$ cat config.mk
export PLATFORM = sky130hd
export DESIGN_NAME = sparc_ifu_thrsched
export DESIGN_NICKNAME = d
export VERILOG_FILES = /design/src/rtl/sparc_ifu_thrsched_pkg.sv /design/src/rtl/sparc_ifu_rrpick4.sv /design/src/rtl/sparc_ifu_thrsched.sv
export SDC_FILE = /design/constraint.sdc
export NUM_CORES = 1
export LEC_CHECK = 0
export CORE_MARGIN = 5
export CORE_UTILIZATION = 50
export CTS_CLUSTER_SIZE = 25
export DETAILED_ROUTE_END_ITERATION = 8
export PLACE_DENSITY_LB_ADDON = 0.25
export SLEW_MARGIN = 20
export SYNTH_ARGS = -nofsm -noshare
export SYNTH_HDL_FRONTEND = slang
export SYNTH_SLANG_ARGS = --single-unit
$ cat constraint.sdc
create_clock -name clk -period 3.11 [get_ports clk]
set_input_delay 0.4665 -clock clk [delete_from_list [all_inputs] [get_ports clk]]
set_output_delay 0.4665 -clock clk [all_outputs]
set_load 0.01 [all_outputs]
$ cat src/rtl/sparc_ifu_thrsched_pkg.sv
// Shared definitions for the IFU thread scheduler.
// Holds the per-thread FSM state encodings, the scheduler control FSM
// encodings, the default fairness quantum and a one-hot-to-index helper.
package sparc_ifu_thrsched_pkg;

  // Per-thread FSM state encodings (as driven by the per-thread FSMs).
  localparam logic [4:0] ThrIdle    = 5'b00000;
  localparam logic [4:0] ThrHalt    = 5'b00010;
  localparam logic [4:0] ThrWait    = 5'b00001;
  localparam logic [4:0] ThrRdy     = 5'b11001;
  localparam logic [4:0] ThrSpecRdy = 5'b10011;
  localparam logic [4:0] ThrRun     = 5'b00101;
  localparam logic [4:0] ThrSpecRun = 5'b00111;

  // Scheduler control FSM.
  typedef enum logic [1:0] {
    StScan   = 2'b00,
    StIssue  = 2'b01,
    StSettle = 2'b10
  } sched_st_e;

  localparam int unsigned QuantumDefault = 16;

  function automatic logic [1:0] oh2idx(input logic [3:0] oh);
    logic [1:0] idx;
    idx = '0;
    for (int i = 0; i < 4; i++) begin
      if (oh[i]) idx = 2'(i);
    end
    return idx;
  endfunction

endpackage

$ cat src/rtl/sparc_ifu_rrpick4.sv
// Combinational 4-way round-robin picker.
// Ports:
//   req     in  4  request vector
//   ptr     in  2  last granted index; search starts at ptr+1
//   gnt     out 4  one-hot grant (zero when no request)
//   gnt_vld out 1  some request was granted
module sparc_ifu_rrpick4 (
  input  logic [3:0] req,
  input  logic [1:0] ptr,
  output logic [3:0] gnt,
  output logic       gnt_vld
);

  logic [1:0] idx;

  // Search order ptr+1, ptr+2, ptr+3, ptr (2-bit wrap makes i=4 land on ptr).
  always_comb begin
    gnt     = '0;
    gnt_vld = 1'b0;
    idx     = '0;
    for (int i = 1; i <= 4; i++) begin
      idx = ptr + 2'(i);
      if (!gnt_vld && req[idx]) begin
        gnt[idx] = 1'b1;
        gnt_vld  = 1'b1;
      end
    end
  end

endmodule

$ cat src/rtl/sparc_ifu_thrsched.sv
// Per-core thread scheduler: producer end of the per-thread FSM interface.
// Watches four per-thread state codes, picks the next ready thread
// round-robin, pulses its one-hot schedule bit and raises switch_out when a
// running thread is displaced. A fairness quantum forces a switch when a
// thread has run for QUANTUM scan cycles while a peer was ready.
//
// Optional feature macro: SPARC_IFU_THRSCHED_SPEC_EN
//   defined   - SPEC_RDY threads are eligible below RDY threads
//   undefined - only RDY threads are eligible
//
// Ports:
//   clk                  in  1  clock
//   reset                in  1  synchronous, active-high
//   thr_state0..3        in  5  per-thread FSM state
//   fcl_hold             in  1  pipeline hold; blocks new decisions
//   sw_req               in  1  request to switch the running thread
//   schedule             out 4  one-hot pulse selecting the thread to run
//   switch_out           out 1  running thread returns to ready
//   cur_thr              out 2  last scheduled thread
//   cur_vld              out 1  some thread is in a run-type state
//   qexp                 out 1  quantum expired (single-cycle pulse)
module sparc_ifu_thrsched
  import sparc_ifu_thrsched_pkg::*;
#(
  parameter int unsigned QUANTUM = QuantumDefault,
  parameter int unsigned QW      = 8
) (
  input  logic       clk,
  input  logic       reset,
  input  logic [4:0] thr_state0,
  input  logic [4:0] thr_state1,
  input  logic [4:0] thr_state2,
  input  logic [4:0] thr_state3,
  input  logic       fcl_hold,
  input  logic       sw_req,
  output logic [3:0] schedule,
  output logic       switch_out,
  output logic [1:0] cur_thr,
  output logic       cur_vld,
  output logic       qexp
);

  localparam logic [QW-1:0] QMax = QW'(QUANTUM);

  logic [3:0][4:0] thr_st;
  logic [3:0]      rdy_req;
  logic [3:0]      run_vec;

  assign thr_st = {thr_state3, thr_state2, thr_state1, thr_state0};

  sched_st_e       state_q, state_d;
  logic [1:0]      rr_q, rr_d;
  logic [QW-1:0]   cnt_q, cnt_d;
  logic [3:0]      sched_q, sched_d;
  logic            sw_q, sw_d;
  logic [1:0]      cur_thr_q, cur_thr_d;
  logic            cur_vld_q, cur_vld_d;
  logic            qexp_q, qexp_d;

  logic [3:0]      rdy_gnt, pick_gnt;
  logic            rdy_vld, elig_vld;
  logic            any_run, expired, decide;

  always_comb begin
    rdy_req = '0;
    run_vec = '0;
    for (int i = 0; i < 4; i++) begin
      rdy_req[i] = (thr_st[i] == ThrRdy);
      run_vec[i] = (thr_st[i] == ThrRun) || (thr_st[i] == ThrSpecRun);
    end
  end

  sparc_ifu_rrpick4 u_pick_rdy (
    .req     (rdy_req),
    .ptr     (rr_q),
    .gnt     (rdy_gnt),
    .gnt_vld (rdy_vld)
  );

`ifdef SPARC_IFU_THRSCHED_SPEC_EN
  logic [3:0] spec_req;
  logic [3:0] spec_gnt;
  logic       spec_vld;

  always_comb begin
    spec_req = '0;
    for (int i = 0; i < 4; i++) begin
      spec_req[i] = (thr_st[i] == ThrSpecRdy);
    end
  end

  sparc_ifu_rrpick4 u_pick_spec (
    .req     (spec_req),
    .ptr     (rr_q),
    .gnt     (spec_gnt),
    .gnt_vld (spec_vld)
  );

  // Speculative-ready threads only win when no fully ready thread exists.
  assign pick_gnt = rdy_vld ? rdy_gnt : spec_gnt;
  assign elig_vld = rdy_vld | spec_vld;
`else
  assign pick_gnt = rdy_gnt;
  assign elig_vld = rdy_vld;
`endif

  assign any_run = |run_vec;
  assign expired = (cnt_q == QMax);
  assign decide  = (state_q == StScan) && !fcl_hold && elig_vld &&
                   (!any_run || sw_req || expired);

  always_comb begin
    state_d   = state_q;
    rr_d      = rr_q;
    cnt_d     = cnt_q;
    sched_d   = '0;
    sw_d      = 1'b0;
    cur_thr_d = cur_thr_q;
    cur_vld_d = any_run;
    unique case (state_q)
      StScan: begin
        if (decide) begin
          // Outputs are registered, so the ISSUE-cycle values load here.
          state_d   = StIssue;
          sched_d   = pick_gnt;
          sw_d      = any_run;
          cur_thr_d = oh2idx(pick_gnt);
          rr_d      = oh2idx(pick_gnt);
          cnt_d     = '0;
        end else if (!fcl_hold) begin
          if (any_run && elig_vld) begin
            cnt_d = expired ? cnt_q : cnt_q + 1'b1;
          end else begin
            cnt_d = '0;
          end
        end
      end
      StIssue:  state_d = StSettle;
      StSettle: state_d = StScan;
      default:  state_d = StScan;
    endcase
    // Pulse only on the transition into the expired count.
    qexp_d = (cnt_d == QMax) && !expired;
  end

  always_ff @(posedge clk) begin
    if (reset) begin
      state_q   <= StScan;
      rr_q      <= 2'd3;
      cnt_q     <= '0;
      sched_q   <= '0;
      sw_q      <= 1'b0;
      cur_thr_q <= '0;
      cur_vld_q <= 1'b0;
      qexp_q    <= 1'b0;
    end else begin
      state_q   <= state_d;
      rr_q      <= rr_d;
      cnt_q     <= cnt_d;
      sched_q   <= sched_d;
      sw_q      <= sw_d;
      cur_thr_q <= cur_thr_d;
      cur_vld_q <= cur_vld_d;
      qexp_q    <= qexp_d;
    end
  end

  assign schedule   = sched_q;
  assign switch_out = sw_q;
  assign cur_thr    = cur_thr_q;
  assign cur_vld    = cur_vld_q;
  assign qexp       = qexp_q;

endmodule

==> results of run 1 <==
[state kept, by name (all words and copies together), names as in the netlist]
signal,count
cnt_q,8
cur_thr,2
cur_vld,1
qexp,1
rr_q,2
schedule,4
state_q,2
switch_out,1
[worst paths after layout]
path / from / to / slack (ns)
worst max-delay path: thr_state2[2] / cur_thr[0] / 0.51
worst min-delay path: cur_thr[1] / cur_thr[1] / 0.49
worst max register to register: rr_q[0] / cur_thr[0] / 0.52
worst min register to register: cur_thr[1] / cur_thr[1] / 0.49
[critical path, stage by stage]
cell,delay [ns]
clkdlybuf4s50_1,0.49
and4b_1,0.24
and2_4,0.18
mux4_2,0.53
nor4_4,0.35
and2_2,0.21
o221ai_2,0.12
a221oi_2,0.25
[per-stage QoR]
step	util (%)	instance area, um2	std cells	power, mW
finish	63.1	1880	239	0.509
global placement	62.2	1850	235	0.378
CTS	63.1	1880	239	0.511
global route	63.1	1880	239	0.535
detailed placement	62.2	1850	235	0.382
floorplan	-	1510	173	0.334
[logic make-up after synthesis]
logic type                 after synthesis  synth area share [%]
buffers and inverters                   12                  3.65
adders and majority gates               10                  8.29
DFF                                     21                  27.9
AOI/OAI and AO/OA                       42                  20.1
and+or+nand+nor                         82                  32.8
muxes                                    6                  7.30
[synth_stat cells (3+ instances only)]
master	instances	area, um2
ha_1	10	125
inv_1	8	30.0
nand2_1	12	45.0
nor2_1	26	97.6
nor3b_1	4	30.0
dfxtp_1	21	420
a21oi_1	11	55.1
nor4bb_1	4	40.0
and3_1	3	18.8
o21ai_0	8	40.0
mux4_2	4	90.1
nor3_1	5	25.0
a311oi_1	4	35.0
[power by group]
part | switching [mW] | total [mW] | internal (mW) | leakage, nW
sequential | 0.00546 | 0.278 | 0.273 | 0.170
combinational | 0.0445 | 0.0987 | 0.0542 | 0.504
clock | 0.0840 | 0.132 | 0.0480 | 0.0177
total | 0.134 | 0.509 | 0.375 | 0.691
[routing by layer]
| metal | vias up | GRT usage, % |
|---|---|---|
| li1 | 721 | - |
| met1 | 692 | 20.5 |
| met2 | 56 | 35.9 |
| met3 | 8 | 2.08 |
| met4 | 0 | 6.86 |
| met5 | - | 0 |
[final cells by class]
cell class / instances / area, um2 / share of cell area, %
Tap cell: 33 / 41.3 / 2.20
Timing Repair Buffer: 32 / 320 / 17.0
Sequential cell: 21 / 420 / 22.4
Clock inverter: 1 / 5.00 / 0.266
Inverter: 9 / 36.3 / 1.93
Clock buffer: 3 / 22.5 / 1.20
Multi-Input combinational cell: 140 / 1030 / 55.0
==> flow_summary.ini, run 1 <==
[run_status]
outcome = finished clean

[floorplanning]
dieArea_um2 = 4220
pin_count = 33
dieHeight_um = 64.9
die_w_um = 64.9
row_count = 20
start_util_pct = 50.7
fp.coreArea_um2 = 2980

[sta]
clock.fmax_ghz = 0.384
finalSetupViolCount = 0
hold_violations = 0
skew_ns = 0.00967
tns_ns = 0
finalMaxSlewViolations = 0
timing.hold.ws_ns = 0.490
worst_pin_slew_ns = 0.727
relSlewSlack_pct = 50.9
finalCritPeriodShare_pct = 83.6
rsz0062_at_grt = no
fin_crit_ns = 2.60
layout_setup_ws_ns = 0.509

[clock_tree]
numCtsBuffers = 3
htree_levels = 1
clock_tree.root_cell = clkbuf_4
clk_pin_slew_ns = 0.12
postCtsHoldBufs = 0
cts-resized-gates = 0
clk_path_buf_depth = 2
post_cts_buffers = 0
clock_latency_ns = 0.31
cts_tree = done
clkSinkCount = 21

[route]
ant_nets = 0
drc_errors = 0
top_layer = met4
routedWlPerCell_um = 15.6
wl_met1_mm = 1.43
drtIter0Drc = 217
first_pass_iters = 4
dr_total_vias = 1477
routed-wl-met2_mm = 2.03
via_per_inst = 6.18
wirelength_mm = 3.73
wl_met3_um = 175

[finish]
final_nets = 241
layout-drive-gt1-share_pct = 11.7
synthToLayoutAreaGrowth_pct = 24.5
final_common_cell = clkdlybuf4s50_1
n_antenna_cell = 0
fillers = 249
mostFrequentLayoutCells = clkdlybuf4s50_1 (32), nor2_1 (26), dfxtp_1 (21)

[global_routing]
grtUsageTotal_pct = 18.6
antenna_found_initial = 0
grt-ovfl-total = 0
grt_pass1_wl_mm = 6.34
grt_max_degree = 16
grt_pass1_vias = 1426

[job]
cap_violations = 0

[place]
gp_congestion = 0.938
place_ws_ns = 0.207
io_buffers = 32
dp_hpwl_mm = 3.04

[setup_path]
arrival_ns = 2.82
worst-r2r-cell-count = 7
crit_path_end_kind = flop
crit_path_start_kind = primary input
critPathRequiredTime_ns = 3.33
crit_type = in -> reg
worstPathMaxFanout = 5

[synthesis]
synth_cells = 173
synth_area_um2 = 1510
ys_types = 51
syn_nets = 207
ys_ff_latch = 21
async_reset_ff_share_pct = 0
synthFlopType = dfxtp_1
synth_warnings = 0
yosysSeqAreaShare_pct = 27.9
syn_area_per_cell_um2 = 8.72
synth-edff-count = 0

[hold_path]
min_path_type = reg -> reg
hold_depth = 2

[pwr]
ir_worst_vdd_uv = 128
powerDensity_nw_per_um2 = 271
power.leakage_nw = 0.691
Power figures use the tool's default switching activity.
==> run 2: changes to the inputs <==
==> constraint.sdc (replaced) <==
create_clock -name clk -period 2.7 [get_ports clk]
set_input_delay 0.405 -clock clk [delete_from_list [all_inputs] [get_ports clk]]
set_output_delay 0.405 -clock clk [all_outputs]
set_load 0.01 [all_outputs]
==> run 2 against run 1 <==
  * Core utilization increased by 2.3 points
  * Hold slack better by 0.0045 ns
  * Final area increased by 3.6%
  * Combinational power rose by 27%
  * Wire length rose by 0.83%
  * Via count grew 0.95%
  * Register-to-register slack worse by 0.22 ns
  * Power increased by 15%
  * Critical path type unchanged
  * Largest power group unchanged
==> flow_summary.ini, run 2 (same netlist as run 1, synthesis figures left out) <==
[run_status]
outcome = finished clean

[route]
wirelength_mm = 3.76
first_pass_iters = 4
drc_errors = 0
routedWlPerCell_um = 15.2
drtIter0Drc = 162
dr_total_vias = 1491
ant_nets = 0
via_per_inst = 6.01

[clock_tree]
clkSinkCount = 21
post_cts_buffers = 0
postCtsHoldBufs = 0
clk_path_buf_depth = 2
numCtsBuffers = 3
htree_levels = 1
cts_tree = done
clk_pin_slew_ns = 0.11
cts-resized-gates = 0
clock_latency_ns = 0.29
clock_tree.root_cell = clkbuf_4

[global_routing]
grt_max_degree = 16
use_met3_pct = 2.25
grt_pass1_vias = 1486
grtUsageMet1_pct = 20.7
globalRouteMet2Util_pct = 35.6
grt_pass1_wl_mm = 6.34
antenna_found_initial = 0
grtUsageTotal_pct = 18.7
busiest_layer = met2
grt-ovfl-total = 0

[sta]
hold_violations = 0
clock.fmax_ghz = 0.401
finalCritPeriodShare_pct = 92.4
finalMaxSlewViolations = 0
rsz0062_at_grt = no
timing.hold.ws_ns = 0.495
worst_pin_slew_ns = 0.749
skew_ns = 0.00147
relSlewSlack_pct = 49.3
finalSetupViolCount = 0
tns_ns = 0
fin_crit_ns = 2.49
layout_setup_ws_ns = 0.206

[finish]
final_util_pct = 65.4
mostFrequentLayoutCells = clkdlybuf4s50_1 (32), nor2_1 (26), dfxtp_1 (21)
synthToLayoutAreaGrowth_pct = 29.0
final_nets = 250
fillers = 286
layout-drive-gt1-share_pct = 15.3
final_common_cell = clkdlybuf4s50_1
top_register = cnt_q
n_antenna_cell = 0
largest_register_ffs = 8

[setup_path]
crit_path_start_kind = primary input
crit_path_end_kind = flop
arrival_ns = 2.71
cp_slowest_cell = mux4_2
crit_family = simple AND/OR/NAND/NOR gates
r2r-end = cnt_q[6]
worst_r2r_startpoint = cnt_q[0]
crit_type = in -> reg
critPathBufInv = 1
critPathRequiredTime_ns = 2.91
crit_path_start = thr_state3[2]
slowest_delay_ns = 0.50
critPathCapture = cur_thr[0]
worstPathCellList = clkdlybuf4s50_1, and4bb_4, and2_4, mux4_2, nor4_4, and2_2, o221ai_2, a221oi_2
worstPathMaxFanout = 4
worst-r2r-cell-count = 8
rrSetupSlack_ns = 0.30
worstSetupPathDepth = 8

[floorplanning]
die_w_um = 64.9
pin_count = 33
start_util_pct = 50.7
row_count = 20
dieHeight_um = 64.9
dieArea_um2 = 4220
fp.coreArea_um2 = 2980

[place]
io_buffers = 32
dp_hpwl_mm = 3.11
gp_congestion = 0.967
place_ws_ns = -0.0915

[job]
cap_violations = 0

[pwr]
ir_worst_vdd_uv = 123
powerDensity_nw_per_um2 = 300
power.leakage_nw = 0.734
finalPower_uw = 583

[hold_path]
min_path_type = reg -> reg
-- run 2: metal layers --
layer	vias up	wire length, um
met4	0	73
met5	-	0
met2	34	2060
li1	739	-
met3	6	99
met1	712	1530
-- run 2: stage by stage --
| stage | instances | instance area [um2] |
|---|---|---|
| floorplan | 173 | 1510 |
| global placement | 244 | 1920 |
| detailed placement | 244 | 1920 |
| CTS | 248 | 1950 |
| global route | 248 | 1950 |
| finish | 248 | 1950 |
-- run 2: worst reg2reg max path: stages (launching register included) --
cell and delay (ns):
dfxtp_1 0.44, inv_1 0.12, ha_1 0.20, and2_1 0.17
a31o_2 0.25, a311oi_1 0.43, o21ai_1 0.25, nand2b_1 0.20
a311oi_1 0.26
-- run 2: layout make-up --
class                           instances  area (um2)  area share [%]
Clock buffer                            3        22.5            1.16
Sequential cell                        21         420            21.6
Timing Repair Buffer                   41         388            19.9
Inverter                                9        36.3            1.86
Clock inverter                          1        5.00           0.257
Multi-Input combinational cell        140        1030            53.1
Tap cell                               33        41.3            2.12
-- run 2: worst min path at each step --
stage	start	end	slack (ns)	cells past startpoint
final	cur_thr[1]	cur_thr[1]	0.49	2
after global routing	state_q[1]	state_q[1]	0.53	1
after CTS	cur_thr[1]	cur_thr[1]	0.50	2
after detailed placement	cur_thr[1]	cur_thr[1]	0.48	2
after global placement	cur_thr[0]	cur_thr[0]	0.46	2
after floorplan	state_q[1]	state_q[1]	0.46	1
-- run 2: where the power goes --
part / internal, mW / switching [mW]
logic: 0.0682 / 0.0564
registers: 0.314 / 0.00273
clock network: 0.0550 / 0.0871
total: 0.437 / 0.146
==> run 3: changes to the inputs <==
--- a/config.mk
+++ b/config.mk
@@ -14,3 +14,4 @@
 export SYNTH_ARGS = -nofsm -noshare
 export SYNTH_HDL_FRONTEND = slang
 export SYNTH_SLANG_ARGS = --single-unit
+export TNS_END_PERCENT = 5
==> results of run 3 <==
The final DEF is identical to that of run 2; final timing and power are the same.
